File: config.mk
export PLATFORM = sky130hd
export DESIGN_NAME = fir_out_serializer
export DESIGN_NICKNAME = d
export VERILOG_FILES = /design/src/rtl/fir_out_serializer.sv
export SDC_FILE = /design/constraint.sdc
export NUM_CORES = 1
export LEC_CHECK = 0
export ABC_AREA = 1
export BUFFER_PORTS_ARGS = -buffer_cell sky130_fd_sc_hd__buf_2
export CAP_MARGIN = 5
export CORE_ASPECT_RATIO = 0.9
export CORE_MARGIN = 4
export CORE_UTILIZATION = 30
export CTS_CLUSTER_DIAMETER = 200
export CTS_CLUSTER_SIZE = 20
export DETAILED_ROUTE_END_ITERATION = 6
export HOLD_SLACK_MARGIN = 0.06
export SYNTH_ARGS = -nofsm -noshare
export SYNTH_HDL_FRONTEND = slang
export SYNTH_SLANG_ARGS = --single-unit
File: constraint.sdc
create_clock -name clk -period 2.65 [get_ports clk]
set_clock_uncertainty 0.2 [all_clocks]
set_input_delay 0.6625 -clock clk [delete_from_list [all_inputs] [get_ports clk]]
set_output_delay 0.6625 -clock clk [all_outputs]
set_load 0.005 [all_outputs]
File: src/rtl/fir_out_serializer.sv
// fir_out_serializer: rounds and saturates FIR results to 16 bits, buffers
// them in a small FIFO and streams each word as low byte then high byte.
// Ports:
//   clk, rst_n           clock, synchronous active-low reset
//   in_valid, in_data    one-cycle strobe with a signed ACC_W-bit result
//   out_byte, out_valid  byte stream toward the pins
//   out_ready, out_last  consumer accept; high byte of the word
//   level                FIFO occupancy (0..FIFO_DEPTH)
//   ovf, sat, clr_flags  sticky drop / clamp flags and their clear
module fir_out_serializer #(
    parameter int ACC_W      = 20,
    parameter int SHIFT      = 4,
    parameter int FIFO_DEPTH = 4
) (
    input  logic                          clk,
    input  logic                          rst_n,
    input  logic                          in_valid,
    input  logic [ACC_W-1:0]              in_data,
    output logic [7:0]                    out_byte,
    output logic                          out_valid,
    input  logic                          out_ready,
    output logic                          out_last,
    output logic [$clog2(FIFO_DEPTH):0]   level,
    output logic                          ovf,
    output logic                          sat,
    input  logic                          clr_flags
);

    localparam int AW  = $clog2(FIFO_DEPTH);
    localparam int TW  = ACC_W + 1;
    // Arithmetic width: wide enough for the rounded sum and the 16-bit limits.
    localparam int EW  = (TW > 17) ? TW : 17;
    localparam int RSH = (SHIFT > 0) ? SHIFT - 1 : 0;

    localparam logic signed [EW-1:0] RND  = (SHIFT > 0) ? (EW'(1) << RSH) : '0;
    localparam logic signed [EW-1:0] MAXV = EW'(32767);
    localparam logic signed [EW-1:0] MINV = ~MAXV;
    localparam logic [AW:0]          FULL = (AW + 1)'(FIFO_DEPTH);

    typedef enum logic [1:0] {
        IDLE,
        LO,
        HI
    } state_t;

    state_t state;

    logic signed [EW-1:0] t_ext;
    logic signed [EW-1:0] t_shr;
    logic [15:0]          rnd_word;
    logic                 rnd_clip;

    logic                 s1_valid;
    logic [15:0]          s1_word;

    logic [15:0]          mem [FIFO_DEPTH];
    logic [AW-1:0]        rd_ptr;
    logic [AW-1:0]        wr_ptr;
    logic [15:0]          head;
    logic [15:0]          w_reg;

    logic                 full;
    logic                 empty;
    logic                 pop;
    logic                 push;
    logic                 s1_load;
    logic                 drop;

    always_comb begin
        t_ext    = EW'(signed'(in_data)) + RND;
        t_shr    = t_ext >>> SHIFT;
        rnd_word = t_shr[15:0];
        rnd_clip = 1'b0;
        if (t_shr > MAXV) begin
            rnd_word = 16'h7fff;
            rnd_clip = 1'b1;
        end else if (t_shr < MINV) begin
            rnd_word = 16'h8000;
            rnd_clip = 1'b1;
        end
    end

    assign full  = (level == FULL);
    assign empty = (level == '0);
    assign head  = mem[rd_ptr];

    // The serializer takes a word when idle, or when the high byte leaves.
    assign pop  = !empty && ((state == IDLE) || ((state == HI) && out_ready));
    assign push = s1_valid && (!full || pop);

    // A blocked stage word is kept; a new result arriving behind it is lost.
    assign s1_load = !s1_valid || push;
    assign drop    = in_valid && !s1_load;

    always_ff @(posedge clk) begin
        if (push) begin
            mem[wr_ptr] <= s1_word;
        end
    end

    always_ff @(posedge clk) begin
        if (!rst_n) begin
            s1_valid  <= 1'b0;
            s1_word   <= '0;
            rd_ptr    <= '0;
            wr_ptr    <= '0;
            level     <= '0;
            ovf       <= 1'b0;
            sat       <= 1'b0;
            w_reg     <= '0;
            out_byte  <= '0;
            out_valid <= 1'b0;
            out_last  <= 1'b0;
            state     <= IDLE;
        end else begin
            if (s1_load) begin
                s1_valid <= in_valid;
                if (in_valid) begin
                    s1_word <= rnd_word;
                end
            end

            if (push) begin
                wr_ptr <= wr_ptr + 1'b1;
            end
            if (pop) begin
                rd_ptr <= rd_ptr + 1'b1;
            end
            if (push && !pop) begin
                level <= level + 1'b1;
            end else if (pop && !push) begin
                level <= level - 1'b1;
            end

            // A set event in the same cycle as a clear keeps the flag high.
            ovf <= drop | (ovf & ~clr_flags);
            sat <= (in_valid & s1_load & rnd_clip) | (sat & ~clr_flags);

            unique case (state)
                IDLE: begin
                    if (!empty) begin
                        w_reg     <= head;
                        out_byte  <= head[7:0];
                        out_last  <= 1'b0;
                        out_valid <= 1'b1;
                        state     <= LO;
                    end
                end
                LO: begin
                    if (out_ready) begin
                        out_byte <= w_reg[15:8];
                        out_last <= 1'b1;
                        state    <= HI;
                    end
                end
                HI: begin
                    if (out_ready) begin
                        if (!empty) begin
                            w_reg    <= head;
                            out_byte <= head[7:0];
                            out_last <= 1'b0;
                            state    <= LO;
                        end else begin
                            out_valid <= 1'b0;
                            out_last  <= 1'b0;
                            state     <= IDLE;
                        end
                    end
                end
                default: begin
                    out_valid <= 1'b0;
                    out_last  <= 1'b0;
                    state     <= IDLE;
                end
            endcase
        end
    end

endmodule
==> metrics.txt, run 1 <==
# TYPE chip_impl_metric gauge
chip_impl_metric{name="placement.io_buffers",unit=""} 36
chip_impl_metric{name="max_cap_violations",unit=""} 0
chip_impl_metric{name="clock_tree.htree_level_count",unit=""} 3
chip_impl_metric{name="globalRouteTotalUtil",unit=""} 0.118
chip_impl_metric{name="worst-path-buf-inv",unit=""} 2
chip_impl_metric{name="post-cts-setup-buffers",unit=""} 0
chip_impl_metric{name="worstHoldPathCells",unit=""} 2
chip_impl_metric{name="grt_pass1_vias",unit=""} 3318
chip_impl_metric{name="hold_viol_final",unit=""} 0
chip_impl_metric{name="critical_path_depth",unit=""} 13
chip_impl_metric{name="wl_per_cell",unit="um"} 13.5
chip_impl_metric{name="min_period",unit="ns"} 2.37
chip_impl_metric{name="die_height",unit="um"} 127
chip_impl_metric{name="maxSlewHeadroom",unit=""} 0.585
chip_impl_metric{name="leakagePower",unit="nW"} 2.17
chip_impl_info{name="crit_path_top_delay_cell",value="sky130_fd_sc_hd__dfxtp_1"} 1
chip_impl_metric{name="placed_cell_area",unit="um^2"} 5210
chip_impl_info{name="synthTopCellsByCount",value="sky130_fd_sc_hd__nor2_1 (106), sky130_fd_sc_hd__nand2_1 (66), sky130_fd_sc_hd__edfxtp_1 (64)"} 1
chip_impl_info{name="synth_area_leader_cell",value="sky130_fd_sc_hd__edfxtp_1"} 1
chip_impl_metric{name="post_route_cells_drive_above_1_share",unit=""} 0.154
chip_impl_metric{name="numPlacedInstances",unit=""} 737
chip_impl_info{name="biggestRegsByFlops",value="mem x64, s1_word x16"} 1
chip_impl_metric{name="largest_register_ffs",unit=""} 64
chip_impl_metric{name="synth-seq-area-share",unit=""} 0.602
chip_impl_metric{name="cts.clk_slew.worst_paths",unit="ns"} 0.07
chip_impl_metric{name="cts_made_buffers",unit=""} 9
chip_impl_metric{name="die_area",unit="um^2"} 17900
chip_impl_metric{name="number_of_drc_violations_after_detailed_routing_iteration_0",unit=""} 198
chip_impl_info{name="rsz_0062_raised_after_global_routing",value="false"} 1
chip_impl_metric{name="ports_placed_on_the_boundary",unit=""} 40
chip_impl_metric{name="vdd_drop_max",unit="mV"} 0.674
chip_impl_info{name="start_kind",value="register"} 1
chip_impl_metric{name="fin_area",unit="um^2"} 5500
chip_impl_metric{name="setup_violations",unit=""} 0
chip_impl_metric{name="num_rows",unit=""} 43
chip_impl_metric{name="syn_area",unit="um^2"} 4760
chip_impl_metric{name="detailroute.via_count",unit=""} 3456
chip_impl_metric{name="post-route-period-util",unit=""} 0.894
chip_impl_info{name="tritoncts",value="built"} 1
chip_impl_info{name="clock_tree.root_cell",value="sky130_fd_sc_hd__clkbuf_16"} 1
chip_impl_metric{name="global_route_wire_length_before_repair",unit="um"} 16700
chip_impl_info{name="status",value="complete, no violations"} 1
chip_impl_metric{name="cp_data_required_time",unit="ns"} 2.69
chip_impl_metric{name="finalWeightedCongestion",unit=""} 0.893
chip_impl_info{name="criticalPathCategory",value="reg -> reg"} 1
chip_impl_metric{name="worst_pin_slew",unit="ns"} 0.622
chip_impl_metric{name="cts.hold.buffers_added",unit=""} 0
chip_impl_info{name="regMostFlops",value="mem"} 1
chip_impl_metric{name="worst_skew_pair.late_latency",unit="ns"} 0.35
chip_impl_metric{name="final_cells",unit=""} 753
chip_impl_metric{name="clock_path_buffers",unit=""} 2
chip_impl_metric{name="clock.fmax",unit="MHz"} 422
chip_impl_metric{name="grt_overflow",unit=""} 0
chip_impl_metric{name="design.final.nets",unit=""} 578
chip_impl_metric{name="count_of_inserted_antenna_diode_cells",unit=""} 0
chip_impl_info{name="worst_setup_path_end_kind",value="register"} 1
chip_impl_metric{name="via_density_per_instance",unit=""} 4.59
chip_impl_metric{name="worst-r2r-setup-slack",unit="ns"} 0.28
chip_impl_metric{name="drt_wl_total",unit="um"} 10200
chip_impl_metric{name="area_growth",unit="%"} 15.7
chip_impl_metric{name="grt_max_degree",unit=""} 33
chip_impl_metric{name="die_width",unit="um"} 141
chip_impl_metric{name="synth.top_cell.area_share",unit=""} 0.404
chip_impl_metric{name="initial_core_util",unit=""} 0.307
chip_impl_info{name="crit_top_cell",value="sky130_fd_sc_hd__nand2_1"} 1
chip_impl_metric{name="worst-endpoint-arrival",unit="ns"} 2.40
chip_impl_metric{name="synth_nets",unit=""} 536
chip_impl_metric{name="finalMaxSlewViolations",unit=""} 0
chip_impl_metric{name="worst-path-max-fanout",unit=""} 6
chip_impl_info{name="hold_class",value="reg -> reg"} 1
chip_impl_info{name="predominant_post_synthesis_flop_cell",value="sky130_fd_sc_hd__edfxtp_1"} 1
chip_impl_metric{name="synth_warnings",unit=""} 0
chip_impl_info{name="synth.most_common_cell",value="sky130_fd_sc_hd__nor2_1"} 1
chip_impl_metric{name="reg2reg_path_depth",unit=""} 13
chip_impl_metric{name="fin_tns_setup",unit="ns"} 0
chip_impl_info{name="crit_family",value="simple AND/OR/NAND/NOR gates"} 1
chip_impl_metric{name="drc",unit=""} 0
chip_impl_metric{name="syn_avg_cell_area",unit="um^2"} 9.44
chip_impl_metric{name="ctsResizeCount",unit=""} 0
chip_impl_metric{name="hpwlAfterDp",unit="um"} 6880
chip_impl_metric{name="slowest_delay",unit="ns"} 0.44
chip_impl_metric{name="post_synth_edffs",unit=""} 64
chip_impl_metric{name="ys_ff_latch",unit=""} 111
chip_impl_info{name="post_synth_main_area_contributors",value="sky130_fd_sc_hd__edfxtp_1 (40%), sky130_fd_sc_hd__dfxtp_1 (20%), sky130_fd_sc_hd__nor2_1 (8.4%)"} 1
chip_impl_metric{name="cts.sinks",unit=""} 111
chip_impl_metric{name="cellPowerDensity",unit="nW/um^2"} 905
chip_impl_metric{name="postLayoutCoreUtil",unit=""} 0.355
chip_impl_metric{name="hold_slack",unit="ns"} 0.261
chip_impl_metric{name="final_antenna_net_count",unit=""} 0
chip_impl_metric{name="initial_antenna_violation_count",unit=""} 0
chip_impl_metric{name="mapped_cells",unit=""} 504
chip_impl_metric{name="synth_cell_type_count",unit=""} 30
chip_impl_metric{name="drt_first_pass_iters",unit=""} 5
chip_impl_metric{name="placeableCoreArea",unit="um^2"} 15500
chip_impl_metric{name="async_flop_share",unit=""} 0
chip_impl_info{name="critical_path.cell_chain",value="nor2_1, nand2_1, nand3_2, nand2_1, nand2_1, inv_1, ha_1, inv_1, fa_1, a21oi_1, o21ai_0, o21ai_0, a21oi_1"} 1
==> kinds of logic after synthesis <==
family / after synthesis / synth area share
simple gates: 208 / 0.182
compound gates: 105 / 0.125
fa+ha+maj: 7 / 0.0200
xor+xnor: 10 / 0.0184
buf+inv: 63 / 0.0521
flops: 111 / 0.602
==> power breakdown <==
| group | leakage [nW] | internal (mW) | switching (mW) |
|---|---|---|---|
| clock | 0.134 | 0.728 | 0.587 |
| sequential | 0.980 | 2.09 | 0.177 |
| combinational | 1.06 | 0.507 | 0.887 |
| total | 2.17 | 3.33 | 1.65 |
==> area by class of cell <==
| class | instances | area (um^2) |
|---|---|---|
| Fill cell | 1553 | 9990 |
| Sequential cell | 111 | 2860 |
| Multi-Input combinational cell | 330 | 1650 |
| Timing Repair Buffer | 50 | 285 |
| Tap cell | 202 | 253 |
| Clock buffer | 10 | 229 |
| Inverter | 44 | 165 |
| Clock inverter | 6 | 61.3 |
==> through the flow <==
stage / setup WS [ns] / power [mW]
detailed placement: 0.0274 / 3.71
global route: 0.0543 / 5.35
finish: 0.281 / 4.98
global placement: 0.0113 / 3.66
CTS: 0.275 / 5.03
floorplan: 0.148 / 3.22
==> layout by cell type, fill, tap and decap left out, types with 12 or more instances in the layout <==
master                     count
sky130_fd_sc_hd__a21oi_1      24
sky130_fd_sc_hd__buf_2        36
sky130_fd_sc_hd__buf_4        14
sky130_fd_sc_hd__dfxtp_1      47
sky130_fd_sc_hd__edfxtp_1     64
sky130_fd_sc_hd__inv_1        42
sky130_fd_sc_hd__nand2_1      66
sky130_fd_sc_hd__nand2_2      14
sky130_fd_sc_hd__nand3_1      12
sky130_fd_sc_hd__nor2_1      106
sky130_fd_sc_hd__o211ai_1     17
sky130_fd_sc_hd__o21ai_0      52
==> layer usage <==
metal  part of all wire  track usage  up-vias
met5                  0            0        -
met4              0.015       0.0336        0
met3              0.049       0.0303       11
met2               0.44        0.188       83
met1               0.49        0.160     1593
li1                   -            -     1769
==> final timing paths <==
path	from	to
setup reg to reg	level[0]	level[2]
hold / removal	ovf	ovf
setup / recovery	level[0]	level[2]
hold reg to reg	ovf	ovf
==> worst reg2reg max path, cell delays in order, from the launching register on <==
cell and delay (ns):
sky130_fd_sc_hd__dfxtp_1 0.44, sky130_fd_sc_hd__nor2_1 0.08, sky130_fd_sc_hd__nand2_1 0.14, sky130_fd_sc_hd__nand3_2 0.18
sky130_fd_sc_hd__nand2_1 0.10, sky130_fd_sc_hd__nand2_1 0.06, sky130_fd_sc_hd__inv_1 0.05, sky130_fd_sc_hd__ha_1 0.12
sky130_fd_sc_hd__inv_1 0.06, sky130_fd_sc_hd__fa_1 0.37, sky130_fd_sc_hd__a21oi_1 0.14, sky130_fd_sc_hd__o21ai_0 0.11
sky130_fd_sc_hd__o21ai_0 0.15, sky130_fd_sc_hd__a21oi_1 0.05
(Power assumes the default switching activity.)
==> inputs of run 2 (changes only) <==
- PLACE_DENSITY_LB_ADDON: not set -> 0.25
==> run 2 against run 1 <==
  * Clock power decreased by 7%
  * Highest routed layer unchanged
  * Global-route usage rose by 0.16 points
  * Wire length rose by 0.21%
  * Via count fell by 1.5%
==> metrics.txt, run 2 (same netlist as run 1, synthesis figures left out) <==
# TYPE chip_impl_metric gauge
chip_impl_metric{name="multi_input_area",unit="um^2"} 1650
chip_impl_metric{name="worst-path-max-fanout",unit=""} 6
chip_impl_metric{name="globalRouteTotalUtil",unit=""} 0.119
chip_impl_info{name="layout_common_cells",value="sky130_fd_sc_hd__nor2_1 (106), sky130_fd_sc_hd__nand2_1 (66), sky130_fd_sc_hd__edfxtp_1 (64)"} 1
chip_impl_metric{name="cts.hold.buffers_added",unit=""} 0
chip_impl_metric{name="grt_pass1_vias",unit=""} 3331
chip_impl_metric{name="count_of_inserted_antenna_diode_cells",unit=""} 0
chip_impl_metric{name="fin_tns_setup",unit="ns"} 0
chip_impl_metric{name="post_route_cells_drive_above_1_share",unit=""} 0.158
chip_impl_metric{name="setup_violations",unit=""} 0
chip_impl_metric{name="hold_viol_final",unit=""} 0
chip_impl_info{name="biggestRegsByFlops",value="mem x64, s1_word x16"} 1
chip_impl_metric{name="slowest_delay",unit="ns"} 0.45
chip_impl_metric{name="drt_wl_total",unit="um"} 10200
chip_impl_metric{name="die_area",unit="um^2"} 17900
chip_impl_metric{name="area.sequential",unit="um^2"} 2860
chip_impl_info{name="crit_path_top_delay_cell",value="sky130_fd_sc_hd__dfxtp_1"} 1
chip_impl_metric{name="num_rows",unit=""} 43
chip_impl_info{name="hold_class",value="reg -> reg"} 1
chip_impl_info{name="layout.cells.most_common",value="sky130_fd_sc_hd__nor2_1"} 1
chip_impl_metric{name="drt_first_pass_iters",unit=""} 5
chip_impl_metric{name="leakagePower",unit="nW"} 2.17
chip_impl_metric{name="cp_data_required_time",unit="ns"} 2.68
chip_impl_info{name="status",value="complete, no violations"} 1
chip_impl_metric{name="placement.io_buffers",unit=""} 36
chip_impl_metric{name="wl_per_cell",unit="um"} 13.6
chip_impl_metric{name="min_period",unit="ns"} 2.39
chip_impl_metric{name="grt_max_degree",unit=""} 33
chip_impl_metric{name="finalWeightedCongestion",unit=""} 0.884
chip_impl_metric{name="clock_tree.htree_level_count",unit=""} 3
chip_impl_metric{name="drc",unit=""} 0
chip_impl_metric{name="filler_cell_count",unit=""} 1589
chip_impl_metric{name="via_density_per_instance",unit=""} 4.52
chip_impl_metric{name="maxSlewHeadroom",unit=""} 0.636
chip_impl_metric{name="max_cap_violations",unit=""} 0
chip_impl_info{name="start_kind",value="register"} 1
chip_impl_metric{name="placeableCoreArea",unit="um^2"} 15500
chip_impl_info{name="clock_tree.root_cell",value="sky130_fd_sc_hd__clkbuf_16"} 1
chip_impl_metric{name="area_growth",unit="%"} 15.6
chip_impl_info{name="regMostFlops",value="mem"} 1
chip_impl_metric{name="ctsResizeCount",unit=""} 0
chip_impl_metric{name="worst_skew_pair.late_latency",unit="ns"} 0.34
chip_impl_metric{name="clock.fmax",unit="MHz"} 418
chip_impl_metric{name="finalMaxSlewViolations",unit=""} 0
chip_impl_info{name="critical_path.cell_chain",value="nor2_1, nand2_1, nand3_2, nand2_1, nand2_1, inv_1, ha_1, inv_1, fa_1, a21oi_1, o21ai_0, o21ai_0, a21oi_1"} 1
chip_impl_metric{name="initial_antenna_violation_count",unit=""} 0
chip_impl_metric{name="grt_overflow",unit=""} 0
chip_impl_metric{name="design.final.nets",unit=""} 578
chip_impl_metric{name="number_of_drc_violations_after_detailed_routing_iteration_0",unit=""} 272
chip_impl_metric{name="cts.sinks",unit=""} 111
chip_impl_metric{name="ports_placed_on_the_boundary",unit=""} 40
chip_impl_metric{name="detailroute.via_count",unit=""} 3405
chip_impl_metric{name="worst-endpoint-arrival",unit="ns"} 2.42
chip_impl_info{name="criticalPathCategory",value="reg -> reg"} 1
chip_impl_metric{name="vdd_drop_max",unit="mV"} 0.466
chip_impl_metric{name="cts.clk_slew.worst_paths",unit="ns"} 0.07
chip_impl_metric{name="die_width",unit="um"} 141
chip_impl_metric{name="post-cts-setup-buffers",unit=""} 0
chip_impl_info{name="crit_top_cell",value="sky130_fd_sc_hd__nand2_1"} 1
chip_impl_metric{name="hpwlAfterDp",unit="um"} 6940
chip_impl_metric{name="largest_register_ffs",unit=""} 64
chip_impl_info{name="rsz_0062_raised_after_global_routing",value="false"} 1
chip_impl_metric{name="clock_path_buffers",unit=""} 2
chip_impl_metric{name="final_antenna_net_count",unit=""} 0
chip_impl_metric{name="p_total",unit="mW"} 4.90
chip_impl_metric{name="post-route-period-util",unit=""} 0.903
chip_impl_metric{name="worst_pin_slew",unit="ns"} 0.545
chip_impl_metric{name="cellPowerDensity",unit="nW/um^2"} 892
chip_impl_metric{name="die_height",unit="um"} 127
chip_impl_metric{name="cts_made_buffers",unit=""} 9
chip_impl_metric{name="initial_core_util",unit=""} 0.307
chip_impl_info{name="worst_setup_path_end_kind",value="register"} 1
chip_impl_metric{name="global_route_wire_length_before_repair",unit="um"} 17000
chip_impl_info{name="tritoncts",value="built"} 1
run 2: cell types whose count changed in the layout (fill, tap and decap cells not counted):
| cell | change |
|---|---|
| sky130_fd_sc_hd__bufinv_16 | -1 |
| sky130_fd_sc_hd__buf_12 | +1 |
| sky130_fd_sc_hd__inv_6 | +2 |
| sky130_fd_sc_hd__clkinv_1 | -1 |
| sky130_fd_sc_hd__clkinv_2 | +2 |
| sky130_fd_sc_hd__clkbuf_1 | -1 |
| sky130_fd_sc_hd__buf_4 | -1 |
| sky130_fd_sc_hd__clkinvlp_4 | -1 |
run 2: critical path: cells and delay by family, from the launching register on:
| family | cells | cell delay (ns) |
|---|---|---|
| compound gates | 4 | 0.46 |
| flops | 1 | 0.45 |
| fa+ha+maj | 2 | 0.51 |
| buf+inv | 2 | 0.13 |
| simple gates | 5 | 0.53 |
run 2: per-stage QoR:
stage,hold slack [ns],area (um^2),cells,util,setup WS [ns]
2_1_floorplan,0.236,4760,504,-,0.148
3_3_place_gp,0.245,5220,737,0.337,0.0193
3_5_place_dp,0.253,5220,737,0.337,0.0185
4_1_cts,0.263,5500,753,0.355,0.263
5_1_grt,0.286,5500,753,0.355,0.00759
6_report,0.264,5500,753,0.355,0.258
run 2: path summary, 6_finish.rpt:
check | from | depth (start not counted) | to | slack (ns)
worst max-delay path | level[0] | 13 | level[2] | 0.26
worst min-delay path | rd_ptr[1] | 2 | register | 0.26
worst max register to register | level[0] | 13 | level[2] | 0.26
worst min register to register | rd_ptr[1] | 2 | register | 0.26
run 2: routing by layer:
| layer | global-route usage | routed length (um) | vias up | share of wire |
|---|---|---|---|---|
| li1 | - | - | 1773 | - |
| met5 | 0 | 0 | - | 0 |
| met4 | 0.0353 | 89 | 0 | 0.0087 |
| met3 | 0.0296 | 448 | 7 | 0.044 |
| met2 | 0.193 | 4620 | 55 | 0.45 |
| met1 | 0.160 | 5070 | 1570 | 0.50 |
run 2: area by class of cell:
class / instances / area share
multi-input combinational: 330 / 0.299
timing repair buffer: 50 / 0.0542
sequential: 111 / 0.521
clock inverter: 7 / 0.00865
clock buffer: 9 / 0.0410
tap: 202 / 0.0460
inverter: 44 / 0.0300
run 2: power by group:
part	internal (mW)	switching, mW	leakage, nW
Combinational	0.512	0.896	1.06
Clock	0.639	0.592	0.134
Sequential	2.09	0.175	0.980
Total	3.24	1.66	2.17
==> inputs of run 3 (changes only) <==
- RECOVER_POWER: not set -> 100
==> run 3 against run 2 <==
  * Sequential power hardly changed
  * Worst setup slack gained 0.021 ns
  * Total power down 0.68%
  * Combinational power decreased by 3%
  * First-iteration DRC count is 0.74% lower
  * Wire length shrank 0.43%
  * Clock-buffer cell count stayed put
  * Critical endpoint unchanged
  * Largest cell class unchanged
==> metrics.txt, run 3 (same netlist as run 1, synthesis figures left out) <==
# TYPE chip_impl_metric gauge
chip_impl_metric{name="min_period",unit="ns"} 2.37
chip_impl_info{name="worstHoldEndpoint",value="rd_ptr[1]"} 1
chip_impl_metric{name="largest_register_ffs",unit=""} 64
chip_impl_metric{name="post-cts-setup-buffers",unit=""} 0
chip_impl_metric{name="leakagePower",unit="nW"} 2.12
chip_impl_metric{name="worst-path-buf-inv",unit=""} 2
chip_impl_metric{name="initial_antenna_violation_count",unit=""} 0
chip_impl_metric{name="slowest_delay",unit="ns"} 0.45
chip_impl_metric{name="placement.io_buffers",unit=""} 36
chip_impl_metric{name="post_route_cells_drive_above_1_share",unit=""} 0.129
chip_impl_info{name="critical_path.cell_chain",value="nor2_1, nand2_1, nand3_2, nand2_1, nand2_1, inv_1, ha_1, inv_1, fa_1, a21oi_1, o21ai_0, o21ai_0, a21oi_1"} 1
chip_impl_info{name="hold_sp",value="rd_ptr[1]"} 1
chip_impl_metric{name="ports_placed_on_the_boundary",unit=""} 40
chip_impl_info{name="start_kind",value="register"} 1
chip_impl_metric{name="detailroute.via_count",unit=""} 3430
chip_impl_metric{name="count_of_inserted_antenna_diode_cells",unit=""} 0
chip_impl_metric{name="num_rows",unit=""} 43
chip_impl_info{name="tritoncts",value="built"} 1
chip_impl_info{name="biggestRegsByFlops",value="mem x64, s1_word x16"} 1
chip_impl_metric{name="cp_data_required_time",unit="ns"} 2.68
chip_impl_metric{name="finalWeightedCongestion",unit=""} 0.884
chip_impl_metric{name="placeableCoreArea",unit="um^2"} 15500
chip_impl_metric{name="design.final.nets",unit=""} 578
chip_impl_metric{name="grt_pass1_vias",unit=""} 3331
chip_impl_metric{name="final_antenna_net_count",unit=""} 0
chip_impl_metric{name="clock.fmax",unit="MHz"} 422
chip_impl_metric{name="globalRouteTotalUtil",unit=""} 0.119
chip_impl_metric{name="global_route_wire_length_before_repair",unit="um"} 17000
chip_impl_info{name="regMostFlops",value="mem"} 1
chip_impl_info{name="status",value="complete, no violations"} 1
chip_impl_metric{name="reg2reg_path_depth",unit=""} 13
chip_impl_info{name="crit_family",value="simple AND/OR/NAND/NOR gates"} 1
chip_impl_info{name="criticalPathCategory",value="reg -> reg"} 1
chip_impl_info{name="regToRegEndpoint",value="level[2]"} 1
chip_impl_info{name="layout.cells.most_common",value="sky130_fd_sc_hd__nor2_1"} 1
chip_impl_metric{name="drt_first_pass_iters",unit=""} 4
chip_impl_metric{name="post-route-period-util",unit=""} 0.895
chip_impl_info{name="hold_class",value="reg -> reg"} 1
chip_impl_metric{name="clock_path_buffers",unit=""} 2
chip_impl_metric{name="cts.clk_slew.worst_paths",unit="ns"} 0.07
chip_impl_info{name="layout_common_cells",value="sky130_fd_sc_hd__nor2_1 (106), sky130_fd_sc_hd__nand2_1 (66), sky130_fd_sc_hd__edfxtp_1 (64)"} 1
chip_impl_metric{name="hpwlAfterDp",unit="um"} 6940
chip_impl_metric{name="worst_skew_pair.late_latency",unit="ns"} 0.34
chip_impl_metric{name="finalMaxSlewViolations",unit=""} 0
chip_impl_metric{name="maxSlewHeadroom",unit=""} 0.377
chip_impl_metric{name="grt_max_degree",unit=""} 33
chip_impl_info{name="launch_point_of_the_worst_reg_to_reg_path",value="level[0]"} 1
chip_impl_metric{name="area_growth",unit="%"} 14.8
chip_impl_metric{name="worst-endpoint-arrival",unit="ns"} 2.40
chip_impl_metric{name="cts.sinks",unit=""} 111
chip_impl_metric{name="worst-path-max-fanout",unit=""} 6
chip_impl_metric{name="vdd_drop_max",unit="mV"} 0.458
chip_impl_info{name="crit_top_cell",value="sky130_fd_sc_hd__nand2_1"} 1
chip_impl_metric{name="drc",unit=""} 0
chip_impl_metric{name="number_of_drc_violations_after_detailed_routing_iteration_0",unit=""} 270
chip_impl_info{name="clock_tree.root_cell",value="sky130_fd_sc_hd__clkbuf_16"} 1
chip_impl_metric{name="filler_cell_count",unit=""} 1597
chip_impl_metric{name="initial_core_util",unit=""} 0.307
chip_impl_metric{name="worst-r2r-setup-slack",unit="ns"} 0.28
chip_impl_metric{name="ctsResizeCount",unit=""} 0
chip_impl_metric{name="cts.hold.buffers_added",unit=""} 0
chip_impl_metric{name="worstHoldPathCells",unit=""} 2
chip_impl_metric{name="setup_violations",unit=""} 0
chip_impl_metric{name="via_density_per_instance",unit=""} 4.56
chip_impl_metric{name="cellPowerDensity",unit="nW/um^2"} 892
chip_impl_metric{name="clock_tree.htree_level_count",unit=""} 3
chip_impl_info{name="worst_setup_path_end_kind",value="register"} 1
chip_impl_metric{name="wl_per_cell",unit="um"} 13.5
chip_impl_info{name="crit_path_top_delay_cell",value="sky130_fd_sc_hd__dfxtp_1"} 1
chip_impl_metric{name="fin_tns_setup",unit="ns"} 0
chip_impl_metric{name="max_cap_violations",unit=""} 0
chip_impl_metric{name="die_height",unit="um"} 127
chip_impl_metric{name="hold_viol_final",unit=""} 0
chip_impl_metric{name="cts_made_buffers",unit=""} 9
chip_impl_metric{name="die_area",unit="um^2"} 17900
chip_impl_metric{name="grt_overflow",unit=""} 0
chip_impl_metric{name="die_width",unit="um"} 141
chip_impl_metric{name="worst_pin_slew",unit="ns"} 0.934
chip_impl_info{name="rsz_0062_raised_after_global_routing",value="false"} 1
chip_impl_metric{name="p_total",unit="mW"} 4.87
chip_impl_metric{name="drt_wl_total",unit="um"} 10200
## run 3: cell type report
| class | count | area, um^2 | area share |
|---|---|---|---|
| sequential | 111 | 2860 | 0.524 |
| tap | 202 | 253 | 0.0463 |
| timing repair buffer | 50 | 263 | 0.0481 |
| clock inverter | 7 | 47.5 | 0.00871 |
| inverter | 44 | 165 | 0.0302 |
| multi-input combinational | 330 | 1650 | 0.301 |
| clock buffer | 9 | 225 | 0.0412 |
## run 3: worst reg2reg max path, delay by kind of cell, from the launching register on
kind / cells / cell delay, ns
fa+ha+maj: 2 / 0.51
simple gates: 5 / 0.53
buf+inv: 2 / 0.13
flops: 1 / 0.45
compound gates: 4 / 0.44
## run 3: worst max path at each step
| stage | start | to | slack (ns) | cells past startpoint |
|---|---|---|---|---|
| final | level[0] | level[2] | 0.28 | 13 |
| after global routing | level[0] | level[2] | 0.01 | 13 |
| after CTS | level[0] | level[2] | 0.26 | 13 |
| after detailed placement | out_ready | level[2] | 0.02 | 14 |
| after global placement | out_ready | level[2] | 0.02 | 14 |
| after floorplan | out_ready | level[2] | 0.15 | 13 |
## run 3: routing by layer
layer | GRT usage | share of wire
met1 | 0.160 | 0.49
met2 | 0.193 | 0.45
met3 | 0.0296 | 0.050
met4 | 0.0353 | 0.0082
met5 | 0 | 0
## run 3: where the power goes
part           internal, mW  switching (mW)
Sequential             2.09           0.178
Clock                 0.639           0.592
Combinational         0.475           0.895
Total                  3.21            1.66
## run 3: stage by stage
step / util / area [um^2] / setup WS [ns] / hold slack [ns] / std cells
after floorplan: - / 4760 / 0.148 / 0.236 / 504
after global placement: 0.337 / 5220 / 0.0193 / 0.245 / 737
after detailed placement: 0.337 / 5220 / 0.0185 / 0.253 / 737
after CTS: 0.355 / 5500 / 0.263 / 0.263 / 753
after global routing: 0.352 / 5460 / 0.0137 / 0.289 / 753
final: 0.352 / 5460 / 0.279 / 0.265 / 753
